<file path="src/rtl/wfg_wishbone_master_pkg.sv">
// Shared types and constants for the wfg Wishbone classic initiator.
package wfg_wishbone_master_pkg;

  // Initiator sequencing: wait for a command, run one bus beat, hold the response.
  typedef enum logic [1:0] {
    IDLE = 2'd0,
    BUS  = 2'd1,
    RESP = 2'd2
  } wb_state_e;

  // Default number of BUS cycles tolerated without an acknowledge.
  localparam int DEFAULT_TIMEOUT = 16;

endpackage

</file>
<file path="src/rtl/wfg_wishbone_master.sv">
// Wishbone classic initiator: one valid/ready command becomes one bus beat,
// and the read data (or a timeout error) comes back on a valid/ready response.
// Optional feature macro: WFG_WB_MASTER_TIMEOUT_EN adds a saturating ack
// timeout; without it the initiator waits for ack indefinitely.
module wfg_wishbone_master
  import wfg_wishbone_master_pkg::*;
#(
  parameter int BUSW = 32
`ifdef WFG_WB_MASTER_TIMEOUT_EN
  ,
  parameter int TIMEOUT = DEFAULT_TIMEOUT
`endif
) (
  input  logic              wb_clk_i,
  input  logic              wb_rst_ni,
  input  logic              cmd_valid_i,
  output logic              cmd_ready_o,
  input  logic              cmd_we_i,
  input  logic [BUSW-1:0]   cmd_adr_i,
  input  logic [BUSW-1:0]   cmd_dat_i,
  input  logic [BUSW/8-1:0] cmd_sel_i,
  output logic              rsp_valid_o,
  input  logic              rsp_ready_i,
  output logic [BUSW-1:0]   rsp_dat_o,
  output logic              rsp_err_o,
  output logic              wbm_cyc_o,
  output logic              wbm_stb_o,
  output logic              wbm_we_o,
  output logic [BUSW-1:0]   wbm_adr_o,
  output logic [BUSW-1:0]   wbm_dat_o,
  output logic [BUSW/8-1:0] wbm_sel_o,
  input  logic              wbm_ack_i,
  input  logic [BUSW-1:0]   wbm_dat_i
);

  wb_state_e state;
  logic      timeout_hit;
  logic      cmd_fire;

  assign cmd_fire = (state == IDLE) && cmd_valid_i;

  // Handshake flags and bus qualifiers decode straight from the state register,
  // so an asynchronous reset drops cyc/stb without waiting for an edge.
  assign cmd_ready_o = (state == IDLE);
  assign rsp_valid_o = (state == RESP);
  assign wbm_cyc_o   = (state == BUS);
  assign wbm_stb_o   = (state == BUS);

  // Main sequencer: IDLE -> BUS on command, BUS -> RESP on ack or timeout, RESP -> IDLE on consume.
  always_ff @(posedge wb_clk_i or negedge wb_rst_ni) begin
    if (!wb_rst_ni) begin
      state <= IDLE;
    end else begin
      case (state)
        IDLE:    if (cmd_valid_i) state <= BUS;
        BUS:     if (wbm_ack_i || timeout_hit) state <= RESP;
        RESP:    if (rsp_ready_i) state <= IDLE;
        default: state <= IDLE;
      endcase
    end
  end

  // Bus request fields are latched on command acceptance and otherwise keep their last value.
  always_ff @(posedge wb_clk_i or negedge wb_rst_ni) begin
    if (!wb_rst_ni) begin
      wbm_we_o  <= 1'b0;
      wbm_adr_o <= '0;
      wbm_dat_o <= '0;
      wbm_sel_o <= '0;
    end else if (cmd_fire) begin
      wbm_we_o  <= cmd_we_i;
      wbm_adr_o <= cmd_adr_i;
      wbm_dat_o <= cmd_dat_i;
      wbm_sel_o <= cmd_sel_i;
    end
  end

  // Response data is captured at the end of the beat: slave data for reads, zero for writes and errors.
  always_ff @(posedge wb_clk_i or negedge wb_rst_ni) begin
    if (!wb_rst_ni) begin
      rsp_dat_o <= '0;
    end else if (state == BUS) begin
      if (wbm_ack_i) begin
        rsp_dat_o <= wbm_we_o ? '0 : wbm_dat_i;
      end else if (timeout_hit) begin
        rsp_dat_o <= '0;
      end
    end
  end

`ifdef WFG_WB_MASTER_TIMEOUT_EN
  localparam int CW = $clog2(TIMEOUT + 1);

  logic [CW-1:0] to_cnt;

  // The beat gives up on the TIMEOUT-th unacknowledged BUS cycle; an ack on that same cycle wins.
  assign timeout_hit = (state == BUS) && !wbm_ack_i && (to_cnt >= CW'(TIMEOUT - 1));

  // Saturating count of BUS cycles seen without ack, restarted for every new command.
  always_ff @(posedge wb_clk_i or negedge wb_rst_ni) begin
    if (!wb_rst_ni) begin
      to_cnt <= '0;
    end else if (cmd_fire) begin
      to_cnt <= '0;
    end else if ((state == BUS) && !wbm_ack_i && (to_cnt != CW'(TIMEOUT))) begin
      to_cnt <= to_cnt + CW'(1);
    end
  end

  // Error flag reflects how the last beat ended and is held through RESP.
  always_ff @(posedge wb_clk_i or negedge wb_rst_ni) begin
    if (!wb_rst_ni) begin
      rsp_err_o <= 1'b0;
    end else if (state == BUS) begin
      if (wbm_ack_i) begin
        rsp_err_o <= 1'b0;
      end else if (timeout_hit) begin
        rsp_err_o <= 1'b1;
      end
    end
  end
`else
  assign timeout_hit = 1'b0;
  assign rsp_err_o   = 1'b0;
`endif

endmodule

</file>
<file path="config.mk">
export PLATFORM = sky130hd
export DESIGN_NAME = wfg_wishbone_master
export DESIGN_NICKNAME = d
export VERILOG_FILES = /design/src/rtl/wfg_wishbone_master_pkg.sv /design/src/rtl/wfg_wishbone_master.sv
export SDC_FILE = /design/constraint.sdc
export NUM_CORES = 1
export LEC_CHECK = 0
export CAP_MARGIN = 10
export CORE_ASPECT_RATIO = 2
export CORE_UTILIZATION = 43
export DETAILED_ROUTE_END_ITERATION = 7
export GPL_TIMING_DRIVEN = 0
export PLACE_DENSITY = 0.86
export SYNTH_ARGS = -nofsm -noshare
export SYNTH_HDL_FRONTEND = slang
export SYNTH_SLANG_ARGS = --single-unit
</file>
<file path="constraint.sdc">
create_clock -name wb_clk_i -period 2.6 [get_ports wb_clk_i]
set_input_delay 0.52 -clock wb_clk_i [delete_from_list [all_inputs] [get_ports wb_clk_i]]
set_output_delay 0.52 -clock wb_clk_i [all_outputs]
set_load 0.01 [all_outputs]
</file>
# Word level (Yosys, flattened, before mapping)
# Index checks and enable logic that the tools add are counted.
# classes
eq_ne	5
muxes	5
n_reduce_logical	4
# ops
op	count
$mux 32	1
$mux 2	3
$pmux 2 s3	1
$ne 2x1->1 const B	2
$reduce_and 3->1	1
$eq 2x1->1 const B	1
$eq 2x2->1 const B	1
$logic_not 2->1	1
$ne 2x2->1 const B	1
$reduce_and 2->1	1
$logic_and 1x1->1	1
# totals
register_bits	103
inputBits	106
out_inout_bits	106
wordCells	20

# Logic depth before layout (Yosys ltp)
# Gate-level depths: netlist of the first run.
# depth
ltp_word	3
depth_mapped	4
mapped_depth_nobuf	2

# Worst setup path after synthesis of the first run
# Ideal clock, no wire load.
# synth_path
path_kind	in2reg
start	input cmd_valid_i
end	register wbm_adr_o[14]
setup_time_ns	0.127
arrival_ns	1.422
required_time_ns	2.473
slack_ns	1.051
cell_stages	4
path_buffers	2
path_cell_list	nor3b_2 > buf_4 > buf_6 > mux2_1
# synth_via
elab_chain_len	1
# synth_rtl
item	line_no	rtl
start: declaration	wfg_wishbone_master.sv:16	input logic cmd_valid_i,
$logic_and 1x1->1	wfg_wishbone_master.sv:40	assign cmd_fire = (state == IDLE) && cmd_valid_i;
end signal: assignment	wfg_wishbone_master.sv:72	wbm_adr_o <= cmd_adr_i;
end: declaration	wfg_wishbone_master.sv:29	output logic [BUSW-1:0] wbm_adr_o,
# Every way passes these cells.
# A chain may end at the register's enable or synchronous reset.

# Final worst setup path of the first run
# layout_path
start	register state[0]
end	output wbm_stb_o
# layout_via
elab_chain_len	1
# layout_rtl
item	line_no	rtl
start: declaration	wfg_wishbone_master.sv:36	wb_state_e state;
start signal: assignment	wfg_wishbone_master.sv:52	state <= IDLE;
start signal: assignment	wfg_wishbone_master.sv:55	IDLE: if (cmd_valid_i) state <= BUS;
start signal: assignment	wfg_wishbone_master.sv:56	BUS: if (wbm_ack_i || timeout_hit) state <= RESP;
$eq 2x1->1	wfg_wishbone_master.sv:47	assign wbm_stb_o = (state == BUS);
end: declaration	wfg_wishbone_master.sv:27	output logic wbm_stb_o,
# Every way passes these cells.

==> results_dict.tcl, run 1 <==
set metrics [dict create \
    dpl-instance-area_mm2 0.00635 \
    cts_tree "yes" \
    place_congestion 0.793 \
    drc_errors 9 \
    combPwrFrac 0.468 \
    cpMaxStageDelayCell "clkdlybuf4s50_1" \
    core_region_area_mm2 0.00932 \
    htreeDepth 3 \
    p_per_area_mw_per_mm2 1170 \
    synth_seq_cells 103 \
    synth-seq-area-share 0.630 \
    die-area_mm2 0.00993 \
    synth-xor-area-share 0 \
    cpPeakStageDelay_ns 0.55 \
    p_leak_uw 0.00281 \
    crit_chain "nor2b_1 -> buf_4 -> clkdlybuf4s50_1" \
    setup_viol 0 \
    synth_top_family_by_area "multiplexers" \
    synth.distinct_cells 16 \
    fmax_mhz 459 \
    port_buffers 210 \
    final_nets 591 \
    cp_num_buf_inv 2 \
    row_count 50 \
    critical_path_class "flop to output pin" \
    rsz0062_at_grt "false" \
    clock_power_share 0.175 \
    antenna_found_initial 0 \
    chipHeight_um 140 \
    crit_path_start_kind "flop" \
    finalCriticalPeriod_ns 2.18 \
    synthSimpleGateAreaFrac 0.0612 \
    cp-end-kind "output pin" \
    fill_cells 664 \
    synthAdderAreaFrac 0 \
    post_cts_buffers 0 \
    firstDrtPassIters 7 \
    synth_compound_area_frac 0.00306 \
    finalPower_uw 7780 \
    hold_violations 0 \
    hold_path.class "input port to async pin" \
    seqPwrFrac 0.358 \
    antenna_cells 0 \
    cts_sinks 103 \
    path_clk_slew_ns 0.07 \
    synth_area_leaders "dfrtp_1 (63%), mux2_2 (21%), mux2_1 (7.2%)" \
    cap_violations 0 \
    wl_per_cell_um 17.6 \
    grt_first_pass_wirelength_um 16400 \
    tightest_slew_ns 0.656 \
    clockBufferDepth 2 \
    yosys_warnings 0 \
    violations "design-rule violations" \
    p_sw_frac 0.306 \
    grt_overflow 0 \
    synth_top_area_cell "dfrtp_1" \
    drive_gt1_frac 0.218 \
    cts-root-buf "clkbuf_16" \
    critPathArrivalTime_ns 1.66 \
    ir_drop_mv 0.753 \
    cp_data_required_time_ns 2.08 \
    grt.total_usage 0.221 \
    relSlewSlack 0.563 \
    start_util 0.439 \
    syn_to_final_growth_pct 62.7 \
    wl_um 10400 \
    synth_area_mm2 0.00409 \
    synth.top_cell.area_share 0.630 \
    muxShareOfSynthArea 0.278 \
    vias 2945 \
    postRouteAntennaNets 0 \
    p_int_uw 5400 \
    status "finished with violations" \
    fin_tns_setup_ns 0 \
    dp_cells 578 \
    drt_iter0_drc 112 \
    synth_fp_nets 369 \
    num_io_pins 212 \
    ctsHoldBuffers 0 \
    die_x_um 71.0 \
    p_switching_uw 2380 \
    cts_buffers 9 \
    skew_ns 0.00622 \
    dp_hpwl_um 8150 \
    synth_cells 263 \
    grt_pass1_vias 3349 \
    layout.cells.non_filler 594 \
    clk_latency_ns 0.34 \
    fin_crit_sh 0.837 \
    final_area_mm2 0.00665 \
    grt_max_degree 55 \
    crit_fanout 7 \
    viasPerCell 4.96 \
    post_cts_resized 0 \
    crit_family "buffers and inverters" \
    maxSlewViolCount 0 \
    avgSynthCellArea_um2 15.5 \
]
==> per-stage QoR <==
stage	hold slack, ns	util	setup slack, ns
6_report	0.202	0.714	0.424
5_1_grt	0.235	0.714	0.294
4_1_cts	0.217	0.714	0.393
3_5_place_dp	0.476	0.681	0.328
3_3_place_gp	0.468	0.678	-2.75
2_1_floorplan	0.224	-	1.05
==> logic make-up after synthesis <==
| logic type | count (synthesis) |
|---|---|
| buffers and inverters | 17 |
| AND/OR/NAND/NOR | 39 |
| other | 1 |
| multiplexers | 101 |
| flip-flops | 103 |
| AO/OA/AOI/OAI | 2 |
==> final cells by class <==
type                            instances  area (um^2)  area share
Sequential cell                       103         2580       0.387
Timing Repair Buffer                  211         2130       0.320
Multi-Input combinational cell        143         1400       0.211
Clock buffer                           10          239      0.0359
Tap cell                              104          130      0.0196
Buffer                                 16          104      0.0156
Clock inverter                          6         68.8      0.0103
Inverter                                1         3.75    0.000564
==> worst reg2reg max path, cell delays in order (launching register included) <==
cell	delay [ns]
dfrtp_1	0.43
nor3b_2	0.38
buf_4	0.26
buf_6	0.17
mux2_1	0.33
==> worst paths after layout <==
| kind | cells past startpoint | end | start | slack [ns] |
|---|---|---|---|---|
| min in group wb_clk_i | 1 | rsp_dat_o[9] | rsp_dat_o[9] | 0.48 |
| max in group asynchronous | 2 | wbm_adr_o[8] | wb_rst_ni | 1.70 |
| hold / removal | 1 | wbm_adr_o[1] | wb_rst_ni | 0.20 |
| hold reg to reg | 1 | rsp_dat_o[9] | rsp_dat_o[9] | 0.48 |
| setup reg to reg | 4 | wbm_adr_o[21] | state[1] | 0.90 |
| setup / recovery | 3 | wbm_stb_o | state[0] | 0.42 |
==> power by group through the flow <==
stage	Sequential [uW]	Combinational (uW)	Clock, uW
floorplan	3120	1220	0
global placement	2750	3570	0
detailed placement	2820	3670	0
CTS	2790	3690	1400
global route	2880	3850	1460
finish	2780	3640	1360
==> synth_stat cells <==
library cell	n
dfrtp_1	103
mux2_2	75
nor2b_1	34
mux2_1	26
buf_4	6
buf_2	5
clkbuf_1	3
buf_6	2
nand2b_1	2
a21o_1	1
a21oi_1	1
and3b_1	1
conb_1	1
inv_1	1
nor2_1	1
nor3b_2	1
==> registers in the layout, summed over array words and instances (netlist names) <==
signal	flops
wbm_sel_o	4
wbm_we_o	1
wbm_adr_o	32
wbm_dat_o	32
rsp_dat_o	32
state	2
==> per-layer routing <==
| layer | track usage | routed length [um] | vias to the layer above |
|---|---|---|---|
| met5 | 0 | 0 | - |
| met2 | 0.409 | 5910 | 129 |
| met3 | 0.0511 | 599 | 38 |
| li1 | - | - | 1335 |
| met1 | 0.209 | 3380 | 1443 |
| met4 | 0.147 | 556 | 0 |
==> cell usage in the layout, fill, tap and decap left out <==
cell	n
clkinvlp_4	4
nor2_1	1
nor3b_2	1
dfrtp_1	103
buf_2	5
clkbuf_1	3
nor2b_1	34
inv_6	1
buf_4	7
clkbuf_16	9
bufinv_16	1
mux2_2	75
nand2b_1	2
clkdlybuf4s50_1	209
mux2_1	26
clkbuf_8	1
a21oi_1	1
a21o_1	1
buf_6	2
conb_1	1
and3b_1	1
buf_16	1
inv_1	1
(Power assumes the default switching activity.)
==> run 2: changes to the inputs <==
- CORE_UTILIZATION: 43 -> 40
- PLACE_DENSITY: 0.86 -> 0.81
- clock period: 2.6 -> 2.2 ns (I/O delays scaled with it)
==> results_dict.tcl, run 2 (synthesized netlist as in run 1, its figures left out) <==
set metrics [dict create \
    cp-startpoint "state[0]" \
    core_region_area_mm2 0.00983 \
    hold_path.class "input port to async pin" \
    crit_path_start_kind "flop" \
    postRouteAntennaNets 0 \
    maxSlewViolCount 0 \
    post_cts_buffers 0 \
    grt_first_pass_wirelength_um 16400 \
    cap_violations 0 \
    fmax_mhz 475 \
    antenna_found_initial 0 \
    port_buffers 210 \
    cp_data_required_time_ns 1.76 \
    grt_pass1_vias 3322 \
    firstDrtPassIters 4 \
    drc_errors 0 \
    path_clk_slew_ns 0.07 \
    post_cts_resized 0 \
    wl_per_cell_um 16.7 \
    chipHeight_um 145 \
    viasPerCell 4.71 \
    final_nets 591 \
    rsz0062_at_grt "false" \
    vias 2930 \
    cts_tree "yes" \
    final_area_mm2 0.00668 \
    final_cell_mix "clkdlybuf4s50_1 (209), dfrtp_1 (103), mux2_2 (75), nor2b_1 (34), mux2_1 (26)" \
    critical_path_cell_count 3 \
    seqCellArea_mm2 0.00258 \
    drive_gt1_frac 0.216 \
    hold_violations 0 \
    finalPower_uw 9130 \
    setup_viol 0 \
    cts-root-buf "clkbuf_16" \
    crit_family "buffers and inverters" \
    wl_um 10400 \
    num_io_pins 212 \
    final_common_cell "clkdlybuf4s50_1" \
    fill_cells 732 \
    critical_path_class "flop to output pin" \
    setup_slack_ns 0.0968 \
    worstReg2RegStart "state[1]" \
    finalCriticalPeriod_ns 2.10 \
    fin_tns_setup_ns 0 \
    clk_latency_ns 0.34 \
    dp_slack_ns -0.0453 \
    crit_fanout 7 \
    relSlewSlack 0.600 \
    status "finished clean" \
    dpl-instance-area_mm2 0.00638 \
    cpMaxStageDelayCell "clkdlybuf4s50_1" \
    die-area_mm2 0.0107 \
    p_per_area_mw_per_mm2 1370 \
    cp-end-kind "output pin" \
    row_count 51 \
    cp-endpoint "wbm_stb_o" \
    reg.largest.list "rsp_dat_o (32), wbm_adr_o (32), wbm_dat_o (32)" \
    post-route-util 0.680 \
    skew_ns 0.00807 \
    htreeDepth 3 \
    tightest_slew_ns 0.600 \
    ir_drop_mv 0.813 \
    fin_crit_sh 0.956 \
    cts_sinks 103 \
    cp_num_buf_inv 2 \
    r2r_end "wbm_adr_o[20]" \
    crit_chain "nor2b_1 -> buf_4 -> clkdlybuf4s50_1" \
    die_x_um 73.5 \
    grt_overflow 0 \
    critPathArrivalTime_ns 1.66 \
    antenna_cells 0 \
    r2r_slack_ns 0.46 \
    place_congestion 0.756 \
    drt_iter0_drc 49 \
    p_leak_uw 0.00281 \
    dp_hpwl_um 8210 \
    multi_input_area_mm2 0.00140 \
    start_util 0.416 \
    clockBufferDepth 2 \
    grt.total_usage 0.207 \
    cts_buffers 9 \
    cpPeakStageDelay_ns 0.52 \
    syn_to_final_growth_pct 63.4 \
    rr_worst_depth 4 \
    grt_max_degree 60 \
    ctsHoldBuffers 0 \
]
-- run 2: area by class of cell --
cell class / instances / share of cell area
buffer: 16 / 0.0155
clock inverter: 5 / 0.00861
sequential: 103 / 0.386
inverter: 1 / 0.000562
multi-input combinational: 143 / 0.210
timing repair buffer: 211 / 0.318
tap: 132 / 0.0247
clock buffer: 11 / 0.0363
-- run 2: metal layers --
metal | up-vias | track usage | routed length (um)
met4 | 0 | 0.113 | 447
met1 | 1442 | 0.190 | 3420
met5 | - | 0 | 0
met3 | 30 | 0.0597 | 638
met2 | 127 | 0.385 | 5900
li1 | 1331 | - | -
-- run 2: per-stage QoR --
| stage | std cells | hold slack, ns |
|---|---|---|
| after CTS | 622 | 0.117 |
| after floorplan | 263 | 0.144 |
| final | 622 | 0.100 |
| after detailed placement | 606 | 0.474 |
| after global placement | 605 | 0.468 |
| after global routing | 622 | 0.138 |
-- run 2: how the worst min path moves through the flow --
stage / end / slack [ns] / cells past startpoint
after floorplan: rsp_dat_o[0] / 0.14 / 0
after global placement: wbm_adr_o[22] / 0.47 / 1
after detailed placement: wbm_adr_o[15] / 0.47 / 1
after CTS: rsp_dat_o[13] / 0.12 / 1
after global routing: rsp_dat_o[13] / 0.14 / 1
final: rsp_dat_o[13] / 0.10 / 1
-- run 2: report_power, final --
group | switching, uW | internal, uW
clock network | 669 | 911
logic | 1600 | 2670
registers | 480 | 2800
==> variant 1: new RTL, config.mk and constraints of run 2 <==
Build with the macro `WFG_WB_MASTER_TIMEOUT_EN` defined.
--- a/src/rtl/wfg_wishbone_master.sv
+++ b/src/rtl/wfg_wishbone_master.sv
@@ -2,6 +2,8 @@
 // and the read data (or a timeout error) comes back on a valid/ready response.
 // Optional feature macro: WFG_WB_MASTER_TIMEOUT_EN adds a saturating ack
 // timeout; without it the initiator waits for ack indefinitely.
+`define WFG_WB_MASTER_TIMEOUT_EN
+
 module wfg_wishbone_master
   import wfg_wishbone_master_pkg::*;
 #(
Check against the original RTL: same outputs for any inputs over 4 cycles, from zero or initial values and one cycle with wb_rst_ni low; that may be too few to reach the edited logic, so the function may still have changed.
==> variant 1 against run 2 <==
  * Register-to-register slack got worse by 0.19 ns
  * Count of clock-buffer cells in the layout decreased by 1
  * Routed wire length increased by 16%
  * Total power increased by 3.7%
  * Combinational power increased by 1%
  * Synthesized area increased by 3.0%
  * Hold slack improved by 0.024 ns
  * Sequential cell count increased by 6
  * Global-route usage increased by 2.2 points
  * Cell area increased by 2.4%
  * Setup slack improved by 0.0029 ns
  * Core utilization decreased by 0.57 points
==> variant 1: results (changes against run 2) <==
Parameter                              Value

CTS
  CTS Root Cell ... clkbuf_16
  Clock transition at the registers of the reported paths ... 0.07 ns (about the same)
  Worst-case clock buffer depth ... 2 (unchanged)
  Number of buffers inserted during clock tree synthesis ... 9 (unchanged)
  CTS H-tree depth ... 3 (unchanged)
  Worst-skew pair later-pin latency ... 0.34 ns (about the same)

Synth
  Ys flop type ... dfrtp_1
  Proportion of netlist area held by the largest area contributor ... 64.7% (+1.7 points)
  Multiplexer area fraction after synthesis ... 0.743% (-27 points)
  Share of async-settable or async-resettable flops after synthesis ... 100% (unchanged)
  Number of library cell types mapped by synthesis ... 27 (+11)
  Yosys synthesis warning count ... 0 (unchanged)
  Cells taking the most area after synthesis ... dfrtp_1 65%, nand2_1 19%, a22o_1 6.9%, buf_6 1.6%, buf_2 1.5%
  Net Count, Synth ... 519 (+41%)
  Top post-synthesis cells by count ... 211 x nand2_1, 109 x dfrtp_1, 33 x a22o_1
  Mapped Cells ... 410 (+56%)
  Synthesized-area fraction occupied by adder cells ... 0.891% (+0.89 points)
  Post-Synth XOR/XNOR Area ... 0% (unchanged)
  Area fraction in compound gates after synthesis ... 8.26% (+8.0 points)
  Register area share after synthesis ... 64.7% (+1.7 points)

Worst hold path
  Type of the most critical hold path ... primary input to asynchronous set/reset pin

Global route
  Pin count of the biggest net entering global routing ... 60 (unchanged)
  Via count of the first global-routing pass ... 3,852 (+16%)
  Number of antenna violations at the first check in global routing ... 0 (unchanged)
  Total global routing track utilization ... 22.9% (+2.2 points)
  Wire length of the first global-routing pass ... 18,900 µm (+15%)

Worst setup path
  Standard cell with the maximum stage delay on the critical path ... clkdlybuf4s50_1
  Data arrival, critical path ... 1.66 ns (about the same)
  Crit Path Max Fanout ... 7 (unchanged)
  Largest incremental delay on the critical path ... 0.52 ns (about the same)

Placed design
  Post-DP HPWL ... 9340 µm (+14%)
  Count of input and output buffers ... 211 (+0.48%)
  Final weighted congestion in routability-driven placement ... 0.805 (+6.5%)
  DP Cell Count ... 757 (+25%)

Layout
  Fraction of final layout cells sized beyond drive strength 1 ... 7.51% (-14 points)
  Leading registers by flop count ... rsp_dat_o x32, wbm_adr_o x32, wbm_dat_o x32
  Number of nets at the end of the flow ... 743 (+26%)
  Layout filler cell count ... 815 (+11%)
  Diodes inserted ... 0 (unchanged)

Timing
  Worst slew margin ... 55.0% (-5.0 points)
  Final worst clock skew ... 0.0108 ns (+0.00271 ns)

Drt
  Avg WL per Cell ... 15.6 µm (-6.8%)
  Total via count in the routed design ... 3,664 (+25%)
  DRC marker count from the first detailed-route iteration ... 142 (+190%)
  Total wire length after detailed routing ... 12,100 µm (+16%)
  Number of detailed-route iterations in the first pass ... 4 (unchanged)

Power
  Peak ir drop on the vdd network ... 858 µV (+5.6%)
  Reported leakage power ... 3.32 nW (+18%)

Outcome
  Run status ... finished, final reports clean
variant 1: cell types whose count changed after synthesis, sizes merged, moves of 6 or more:
cell	change
nand2	+211
inv	+6
mux2	-100
nor2b	-34
a22o	+33
dfrtp	+6
buf	+9
variant 1: layer usage:
layer	up-vias	GRT usage [%]	wire, µm
li1	1764	-	-
met1	1734	23.9	4150
met2	132	40.9	6790
met3	34	4.32	599
met4	0	13.3	539
met5	-	0	0
variant 1: logic make-up after synthesis:
family	count (synthesis)
simple gates	224
fa+ha+maj	3
buf+inv	30
compound gates	41
flops	109
mux	3
variant 1: final timing paths:
path,start,endpoint,slack [ns],depth (start not counted)
max,state[1],wbm_stb_o,0.1,4
min,wb_rst_ni,wbm_dat_o[0],0.12,1
max reg2reg,to_cnt[0],rsp_dat_o[8],0.27,7
min reg2reg,wbm_adr_o[10],wbm_adr_o[10],0.47,2
max in group asynchronous,wb_rst_ni,state[1],1.32,2
min in group wb_clk_i,wbm_adr_o[10],wbm_adr_o[10],0.47,2
variant 1: timing repair:
item | CTS | global route
gates resized for setup | 0 | 2
buffers inserted | 0 | 1
hold buffers | 0 | 0
endpoints found under the setup margin | 0 | 1
variant 1: area by class of cell:
cell class | count | area [µm²] | area share, %
buffer | 23 | 159 | 2.32
clock buffer | 10 | 239 | 3.49
clock inverter | 6 | 68.8 | 1.01
inverter | 7 | 26.3 | 0.384
multi-input combinational | 271 | 1310 | 19.1
sequential | 109 | 2730 | 39.9
tap | 135 | 169 | 2.47
timing repair buffer | 213 | 2140 | 31.3
variant 1: metrics by stage:
step	util, %	worst slack, ns	area [µm²]	power [W]
final	67.4	0.0997	6840	0.00946
after global placement	64.0	-3.27	6490	0.00769
after global routing	67.4	0.0368	6840	0.0101
after detailed placement	64.2	0.232	6520	0.00785
after floorplan	-	0.506	4210	0.00525
after CTS	67.3	0.0312	6830	0.00954
variant 1: power breakdown:
group          switching, W  internal, W  total, W
clock              0.000725     0.000922   0.00165
sequential         0.000558      0.00293   0.00349
combinational       0.00190      0.00243   0.00432
total               0.00318      0.00628   0.00946
variant 1: worst max-delay path, delay by kind of cell (launching register included):
family | cells | cell delay, ns
buf+inv | 3 | 0.70
flops | 1 | 0.46
simple gates | 1 | 0.17
==> variant 2: new RTL, settings of run 2 <==
Made on the original files. Re-encode `wb_state_e` (3 states) as one-hot, 3 bits wide.
--- a/src/rtl/wfg_wishbone_master_pkg.sv
+++ b/src/rtl/wfg_wishbone_master_pkg.sv
@@ -2,10 +2,10 @@
 package wfg_wishbone_master_pkg;
 
   // Initiator sequencing: wait for a command, run one bus beat, hold the response.
-  typedef enum logic [1:0] {
-    IDLE = 2'd0,
-    BUS  = 2'd1,
-    RESP = 2'd2
+  typedef enum logic [2:0] {
+    IDLE = 3'b001,
+    BUS  = 3'b010,
+    RESP = 3'b100
   } wb_state_e;
 
   // Default number of BUS cycles tolerated without an acknowledge.
Behaviour: same outputs for any inputs over 10 cycles, from zero or initial values and one cycle with wb_rst_ni low; not proved beyond that.
==> variant 2 against run 2 <==
  * Routed wire length is 7.2% higher
  * Count of clock-buffer cells in the layout is 1 lower
  * Clock skew is 0.0013 ns higher
  * Setup slack better by 0.028 ns
  * Total power is 8.5% higher
  * Synthesized area is 11% higher
  * Sequential cell count is 1 higher
  * Cell area is 6.6% higher
  * Sequential share of layout area is 2.0 points lower
  * Global-route usage is 1.3 points lower
  * Maximum frequency is 1.4% higher
  * Sequential power is 3% higher
  * Largest power group unchanged
  * Highest routed layer unchanged
==> variant 2: results (changes against run 2) <==
Parameter                              Value

Layout
  Final core utilization ... 65.1% (-2.9 points)
  Non-clock buffer instance count of the final layout ... 228 (+0.44%)
  Final-layout non-clock buffer area share ... 33.0% (-0.43 points)
  Number of nets at the end of the flow ... 593 (+0.34%)

Synth
  Net Count, Synth ... 371 (+0.54%)
  Mapped Cells ... 265 (+0.76%)
  Multiplexer area fraction after synthesis ... 31.4% (+3.6 points)
  Number of library cell types mapped by synthesis ... 17 (+1)
  Register area share after synthesis ... 57.4% (-5.6 points)

Placed design
  Post-place instance area ... 0.00683 mm² (+7.0%)
  Final weighted congestion in routability-driven placement ... 0.785 (+3.8%)
  DP Cell Count ... 616 (+1.7%)

Global route
  Met2 usage ... 35.9% (-2.6 points)
  Via count of the first global-routing pass ... 3,241 (-2.4%)
  Met1 Resource Use GR ... 20.5% (+1.5 points)
  Wire length of the first global-routing pass ... 17,400 µm (+6.3%)

Power
  Proportion of total power due to net switching ... 30.1% (about the same)
  Reported leakage power ... 3.13 nW (+12%)
  Peak ir drop on the vdd network ... 771 µV (-5.2%)

Drt
  Vias per cell ... 4.70 (-0.17%)
  Met3 WL post-DR ... 428 µm (-33%)
  Avg WL per Cell ... 17.7 µm (+5.5%)

Worst setup path
  Capture instance of the worst register-to-register path ... wbm_dat_o[20]
  R2R Path Start ... state[0]
  Data arrival, critical path ... 1.64 ns (-0.02 ns)
  Worst reg-to-reg setup slack ... 0.57 ns (+0.11 ns)

Outcome
  Run status ... finished, final reports clean

Timing
  Worst-margin pin slew ... 0.752 ns (+0.152 ns)
  Worst hold margin ... 0.161 ns (+0.0604 ns)

CTS
  Number of gates resized after cts ... 2 (+2)
==> variant 2: cell count changes after synthesis, moves of 3 or more <==
cell | run 2 | this run
nor3b_1 | 0 | 3
buf_4 | 6 | 2
buf_6 | 2 | 5
mux2_2 | 75 | 24
mux2_1 | 26 | 0
buf_2 | 5 | 0
buf_12 | 0 | 7
mux2_4 | 0 | 77
==> variant 2: power groups by stage <==
stage | Sequential [W] | Combinational, W | Clock [W]
floorplan | 0.00377 | 0.00217 | 0
global placement | 0.00335 | 0.00496 | 0
detailed placement | 0.00340 | 0.00507 | 0
CTS | 0.00339 | 0.00510 | 0.00152
global route | 0.00350 | 0.00527 | 0.00160
finish | 0.00339 | 0.00503 | 0.00148
==> variant 2: how the worst max path moves through the flow <==
stage                          to  slack [ns]  depth (start not counted)
floorplan               wbm_stb_o        0.67                          2
global placement    wbm_adr_o[28]       -3.05                          1
detailed placement      wbm_stb_o        0.25                          3
CTS                   cmd_ready_o       0.006                          2
global route            wbm_cyc_o        0.08                          2
finish                  wbm_cyc_o        0.12                          2
